--- src/rtl/add_mul_accum_4_bit.sv ---
// Burst multiply-accumulate front end for add_mul_combine_4_bit: registers operand pairs,
// sums the returned products over BURST_LEN pairs. Define ADD_MUL_ACCUM_SAT_EN to clamp instead of wrap.
module add_mul_accum_4_bit #(
  parameter int BURST_LEN = 4
) (
  input  logic        clk,
  input  logic        rst,
  input  logic        in_valid,
  output logic        in_ready,
  input  logic [3:0]  a,
  input  logic [3:0]  b,
  input  logic        clear,
  output logic [3:0]  op_a_o,
  output logic [3:0]  op_b_o,
  input  logic [7:0]  mul_i,
  input  logic [3:0]  add_i,
  output logic        out_valid,
  input  logic        out_ready,
  output logic [11:0] out_acc,
  output logic [3:0]  out_add,
  output logic        out_ovf
);

  typedef enum logic [1:0] {IDLE, CAPTURE, EMIT} state_t;

  state_t      state, state_nxt;
  logic [11:0] acc;
  logic [7:0]  cnt;
  logic        ovf;
  logic [3:0]  last_add;
  logic [12:0] acc_sum;
  logic        burst_done;

  // Bit 12 of the result is the carry out of the 12-bit accumulator.
  function automatic logic [12:0] accum(input logic [11:0] acc_v, input logic [7:0] mul_v);
    logic [12:0] s;
    s = {1'b0, acc_v} + {5'b0, mul_v};
`ifdef ADD_MUL_ACCUM_SAT_EN
    if (s[12]) s[11:0] = 12'hFFF;
`endif
    return s;
  endfunction

  assign acc_sum    = accum(acc, mul_i);
  assign burst_done = (({1'b0, cnt} + 9'd1) == 9'(BURST_LEN));

  always_comb begin
    state_nxt = state;
    case (state)
      IDLE:    if (in_valid) state_nxt = CAPTURE;
      CAPTURE: state_nxt = burst_done ? EMIT : IDLE;
      EMIT:    if (out_ready) state_nxt = IDLE;
      default: state_nxt = IDLE;
    endcase
  end

  always_ff @(posedge clk) begin
    if (rst) begin
      state    <= IDLE;
      acc      <= '0;
      cnt      <= '0;
      ovf      <= 1'b0;
      last_add <= '0;
      op_a_o   <= '0;
      op_b_o   <= '0;
    end else begin
      state <= state_nxt;
      case (state)
        IDLE: begin
          // A pair arriving with clear becomes the first pair of the new burst.
          if (clear) begin
            acc <= '0;
            cnt <= '0;
            ovf <= 1'b0;
          end
          if (in_valid) begin
            op_a_o <= a;
            op_b_o <= b;
          end
        end
        CAPTURE: begin
          acc      <= acc_sum[11:0];
          ovf      <= ovf | acc_sum[12];
          last_add <= add_i;
          cnt      <= cnt + 8'd1;
        end
        EMIT: begin
          if (out_ready) begin
            acc <= '0;
            cnt <= '0;
            ovf <= 1'b0;
          end
        end
        default: ;
      endcase
    end
  end

  assign in_ready  = (state == IDLE);
  assign out_valid = (state == EMIT);
  assign out_acc   = out_valid ? acc : 12'd0;
  assign out_add   = out_valid ? last_add : 4'd0;
  assign out_ovf   = out_valid & ovf;

endmodule

--- config.mk ---
export PLATFORM = sky130hd
export DESIGN_NAME = add_mul_accum_4_bit
export DESIGN_NICKNAME = d
export VERILOG_FILES = /design/src/rtl/add_mul_accum_4_bit.sv
export SDC_FILE = /design/constraint.sdc
export NUM_CORES = 1
export LEC_CHECK = 0
export ABC_AREA = 0
export CAP_MARGIN = 20
export CORE_ASPECT_RATIO = 0.9
export CORE_MARGIN = 2
export CORE_UTILIZATION = 48
export CTS_CLUSTER_SIZE = 14
export DETAILED_ROUTE_END_ITERATION = 16
export PLACE_DENSITY = 0.88
export SYNTH_ARGS = -nofsm -noshare
export SYNTH_HDL_FRONTEND = slang
export SYNTH_SLANG_ARGS = --single-unit
export TNS_END_PERCENT = 50
--- constraint.sdc ---
create_clock -name clk -period 3.4 [get_ports clk]
set_clock_uncertainty 0.05 [all_clocks]
set_input_delay 1.02 -clock clk [delete_from_list [all_inputs] [get_ports clk]]
set_output_delay 1.02 -clock clk [all_outputs]
set_load 0.02 [all_outputs]
==> impl_metrics.py, run 1 <==
metrics = {
    "power_and_ir_drop": {
        "peakVddDrop_uv": 264,
        "leakagePower_uw": 0.00101,
        "powerDensity_nw_per_um2": 374,
    },
    "cts": {
        "cts_resized": 0,
        "cts_tree": "built",
        "post-cts-setup-buffers": 0,
        "numCtsBuffers": 5,
        "clk_path_buf_depth": 2,
        "cts_max_level": 2,
        "cts.sink_count": 35,
        "clkLatencyLatePin_ns": 0.28,
        "holdBufCountCts": 0,
        "path_clk_slew_ns": 0.07,
        "root_buffer": "clkbuf_8",
    },
    "cells_and_area": {
        "design_area_um2": 2590,
        "area_growth_pct": 33.7,
        "drive_gt1_share_pct": 6.51,
        "nets": 326,
        "antenna_cells": 0,
    },
    "synth": {
        "ys_warn_count": 0,
        "syn_nets": 277,
        "synth_seq_cells": 35,
        "syn_area_per_cell_um2": 8.01,
        "ys_types": 44,
        "synthArstFlopShare_pct": 0,
        "synth_flop_cell": "dfxtp_1",
        "synth-edff-count": 0,
        "yosysSeqAreaShare_pct": 36.1,
        "syn-instance-count": 242,
        "synth_area_um2": 1940,
    },
    "hold_path": {
        "min_from": "last_add[2]$_SDFFE_PP0P_",
        "hp-class": "flop to flop",
        "hold_end": "last_add[2]$_SDFFE_PP0P_",
        "hold_depth": 2,
    },
    "setup_path": {
        "ff2ff_setup_slack_ns": 1.23,
        "arrival_ns": 3.12,
        "cp-start-kind": "input port",
        "r2r_start": "acc[0]$_SDFFE_PP0P_",
        "crit_path_max_incr_delay_ns": 0.44,
        "cp-startpoint": "mul_i[0]",
        "r2r_cells": 7,
        "worstPathRequired_ns": 3.52,
        "path_max_fanout": 4,
        "critical_path_class": "input port to flop",
        "cp_slowest_cell": "fa_1",
        "r2r_end": "acc[8]$_SDFFE_PP0P_",
        "path_cells": "clkdlybuf4s50_1, ha_1, fa_1, a211oi_2, o21ai_1, a21oi_2, nor3_1, a311o_1",
        "end_kind": "flop",
    },
    "sta": {
        "finalHoldViolations": 0,
        "fin_ws_ns": 0.398,
        "finalSetupViolations": 0,
        "worstMarginPinSlew_ns": 0.666,
        "finalSetupTns_ns": 0,
        "slew_headroom_pct": 55.6,
        "slew_violations": 0,
        "fin_crit_sh_pct": 88.3,
        "max_freq_mhz": 333,
        "min_period_ns": 3.00,
        "rsz0062_at_grt": "no",
    },
    "placed_design": {
        "port_buffers": 51,
        "dpl-instance-area_um2": 2470,
        "post-dp-hpwl_mm": 3.14,
        "preCtsSetupSlack_ns": 0.137,
        "gp_congestion": 0.856,
    },
    "drt": {
        "drt-vias-per-instance": 5.61,
        "wl_mm": 4.48,
        "drc_errors": 0,
        "postRouteAntennaNets": 0,
        "via_count": 1897,
        "dr.pass1.iters": 4,
        "avgRoutedWirePerCell_um": 13.2,
        "dr.first_iter.drc_count": 130,
    },
    "global_route": {
        "grt_overflow_total": 0,
        "grt_max_degree": 34,
        "antenna_found_initial": 0,
        "globalRouteTotalUtil_pct": 20.9,
        "grt_pass1_vias": 1777,
        "grt_pass1_wl_mm": 7.74,
    },
    "outcome": {
        "status": "complete, no violations",
    },
    "floorplanning": {
        "rows": 21,
        "die_area_um2": 4570,
        "core_area_um2": 3810,
        "die_x_um": 71,
        "start_util_pct": 50.9,
        "die_h_um": 64.3,
        "ios": 52,
    },
    "job": {
        "max_cap_viol_count": 0,
    },
}
-- logic make-up (layout without fill, tap and decap cells) --
logic type | count (synthesis) | after routing | share of synthesized area [%]
flip-flops | 35 | 35 | 36.1
XOR/XNOR | 4 | 4 | 1.81
AO/OA/AOI/OAI | 66 | 66 | 23.4
adder cells (fa/ha/maj) | 10 | 10 | 6.84
buffers and inverters | 14 | 64 | 3.23
AND/OR/NAND/NOR | 111 | 111 | 27.6
multiplexers | 2 | 2 | 1.03
-- synthesized netlist by cell type (2+ instances only) --
| cell type | number | area share (%) |
|---|---|---|
| a211oi_2 | 2 | 1.3 |
| nand4_1 | 2 | 0.65 |
| dfxtp_1 | 35 | 36 |
| o31ai_1 | 2 | 0.77 |
| a311oi_1 | 2 | 0.90 |
| a31oi_1 | 3 | 0.97 |
| mux2i_1 | 2 | 1.0 |
| nor3_1 | 3 | 0.77 |
| nor2_1 | 26 | 5.0 |
| a211oi_1 | 3 | 1.2 |
| inv_1 | 2 | 0.39 |
| nor2b_1 | 3 | 0.97 |
| nand2b_1 | 3 | 0.97 |
| o21ai_0 | 2 | 0.52 |
| ha_1 | 9 | 5.8 |
| a21o_1 | 4 | 1.5 |
| nor4_1 | 2 | 0.65 |
| xor2_1 | 2 | 0.90 |
| o21ai_1 | 7 | 1.8 |
| nand3_1 | 8 | 2.1 |
| a21oi_1 | 23 | 5.9 |
| a22oi_1 | 8 | 3.1 |
| and3_1 | 4 | 1.3 |
| and2_1 | 19 | 6.1 |
| xnor2_1 | 2 | 0.90 |
| nand2_1 | 36 | 7.0 |
| buf_2 | 5 | 1.3 |
| clkbuf_1 | 6 | 1.2 |
| nand3b_1 | 2 | 0.77 |
-- sequential cells by signal, indices dropped and copies added (netlist names) --
register / cells
acc: 12
ovf: 1
op_b_o: 4
op_a_o: 4
state: 2
last_add: 4
cnt: 8
-- worst max-delay path by stage --
stage,depth (start not counted),slack [ns],endpoint
4_1_cts,8,0.42,acc[8]$_SDFFE_PP0P_
2_1_floorplan,7,0.71,acc[8]$_SDFFE_PP0P_
3_5_place_dp,8,0.14,acc[8]$_SDFFE_PP0P_
6_report,8,0.40,acc[8]$_SDFFE_PP0P_
5_1_grt,8,0.33,acc[8]$_SDFFE_PP0P_
3_3_place_gp,8,0.17,acc[8]$_SDFFE_PP0P_
-- per-stage QoR --
stage / hold slack, ns / utilization, % / power [uW] / instances
2_1_floorplan: 0.382 / - / 532 / 242
3_3_place_gp: 0.387 / 65.0 / 589 / 330
3_5_place_dp: 0.394 / 65.0 / 592 / 330
4_1_cts: 0.404 / 68.0 / 976 / 338
5_1_grt: 0.430 / 68.0 / 1010 / 338
6_report: 0.401 / 68.0 / 968 / 338
-- per-layer routing --
metal	GRT usage [%]	part of all wire, %	vias up
met3	4.10	5.2	4
li1	-	-	957
met2	35.7	47	47
met1	26.1	47	889
met5	0	0	-
met4	7.31	0.85	0
-- cell usage in the layout (no fill, tap or decap), types with 4 or more instances in the layout --
cell type / n
o21ai_1: 7
nor2_1: 26
a21o_1: 4
clkbuf_8: 6
nand3_1: 8
a21oi_1: 23
nand2_1: 36
and3_1: 4
a22oi_1: 8
ha_1: 9
clkdlybuf4s50_1: 51
and2_1: 19
dfxtp_1: 35
-- where the power goes --
| group | internal [uW] | total, uW | switching [uW] |
|---|---|---|---|
| Clock | 237 | 385 | 148 |
| Combinational | 72.0 | 151 | 78.6 |
| Sequential | 424 | 433 | 9.30 |
| Total | 733 | 968 | 235 |
-- final cells by class --
cell class | instances | area (um^2)
Timing Repair Buffer | 54 | 533
Sequential cell | 35 | 701
Tap cell | 46 | 57.6
Clock buffer | 6 | 82.6
Clock inverter | 2 | 35.0
Multi-Input combinational cell | 193 | 1180
Inverter | 2 | 7.51
Fill cell | 329 | 1220
-- worst max-delay path, delay by kind of cell --
kind | cells | cell delay [ns]
fa+ha+maj | 2 | 0.66
buf+inv | 1 | 0.40
compound gates | 4 | 0.94
simple gates | 1 | 0.09
No activity file was read; power rests on OpenSTA's default activity.
==> inputs of run 2 (changes only) <==
--- a/config.mk
+++ b/config.mk
@@ -10,7 +10,6 @@
 export CORE_ASPECT_RATIO = 0.9
 export CORE_MARGIN = 2
 export CORE_UTILIZATION = 48
-export CTS_CLUSTER_SIZE = 14
 export DETAILED_ROUTE_END_ITERATION = 16
 export PLACE_DENSITY = 0.88
 export SYNTH_ARGS = -nofsm -noshare
==> results of run 2 <==
The final DEF is identical to that of run 1; final timing and power are the same.
==> inputs of run 3 (changes only) <==
--- a/config.mk
+++ b/config.mk
@@ -10,6 +10,7 @@
 export CORE_ASPECT_RATIO = 0.9
 export CORE_MARGIN = 2
 export CORE_UTILIZATION = 48
+export CTS_CLUSTER_SIZE = 40
 export DETAILED_ROUTE_END_ITERATION = 16
 export PLACE_DENSITY = 0.88
 export SYNTH_ARGS = -nofsm -noshare
==> results of run 3 <==
The final DEF is identical to that of run 1; final timing and power are the same.
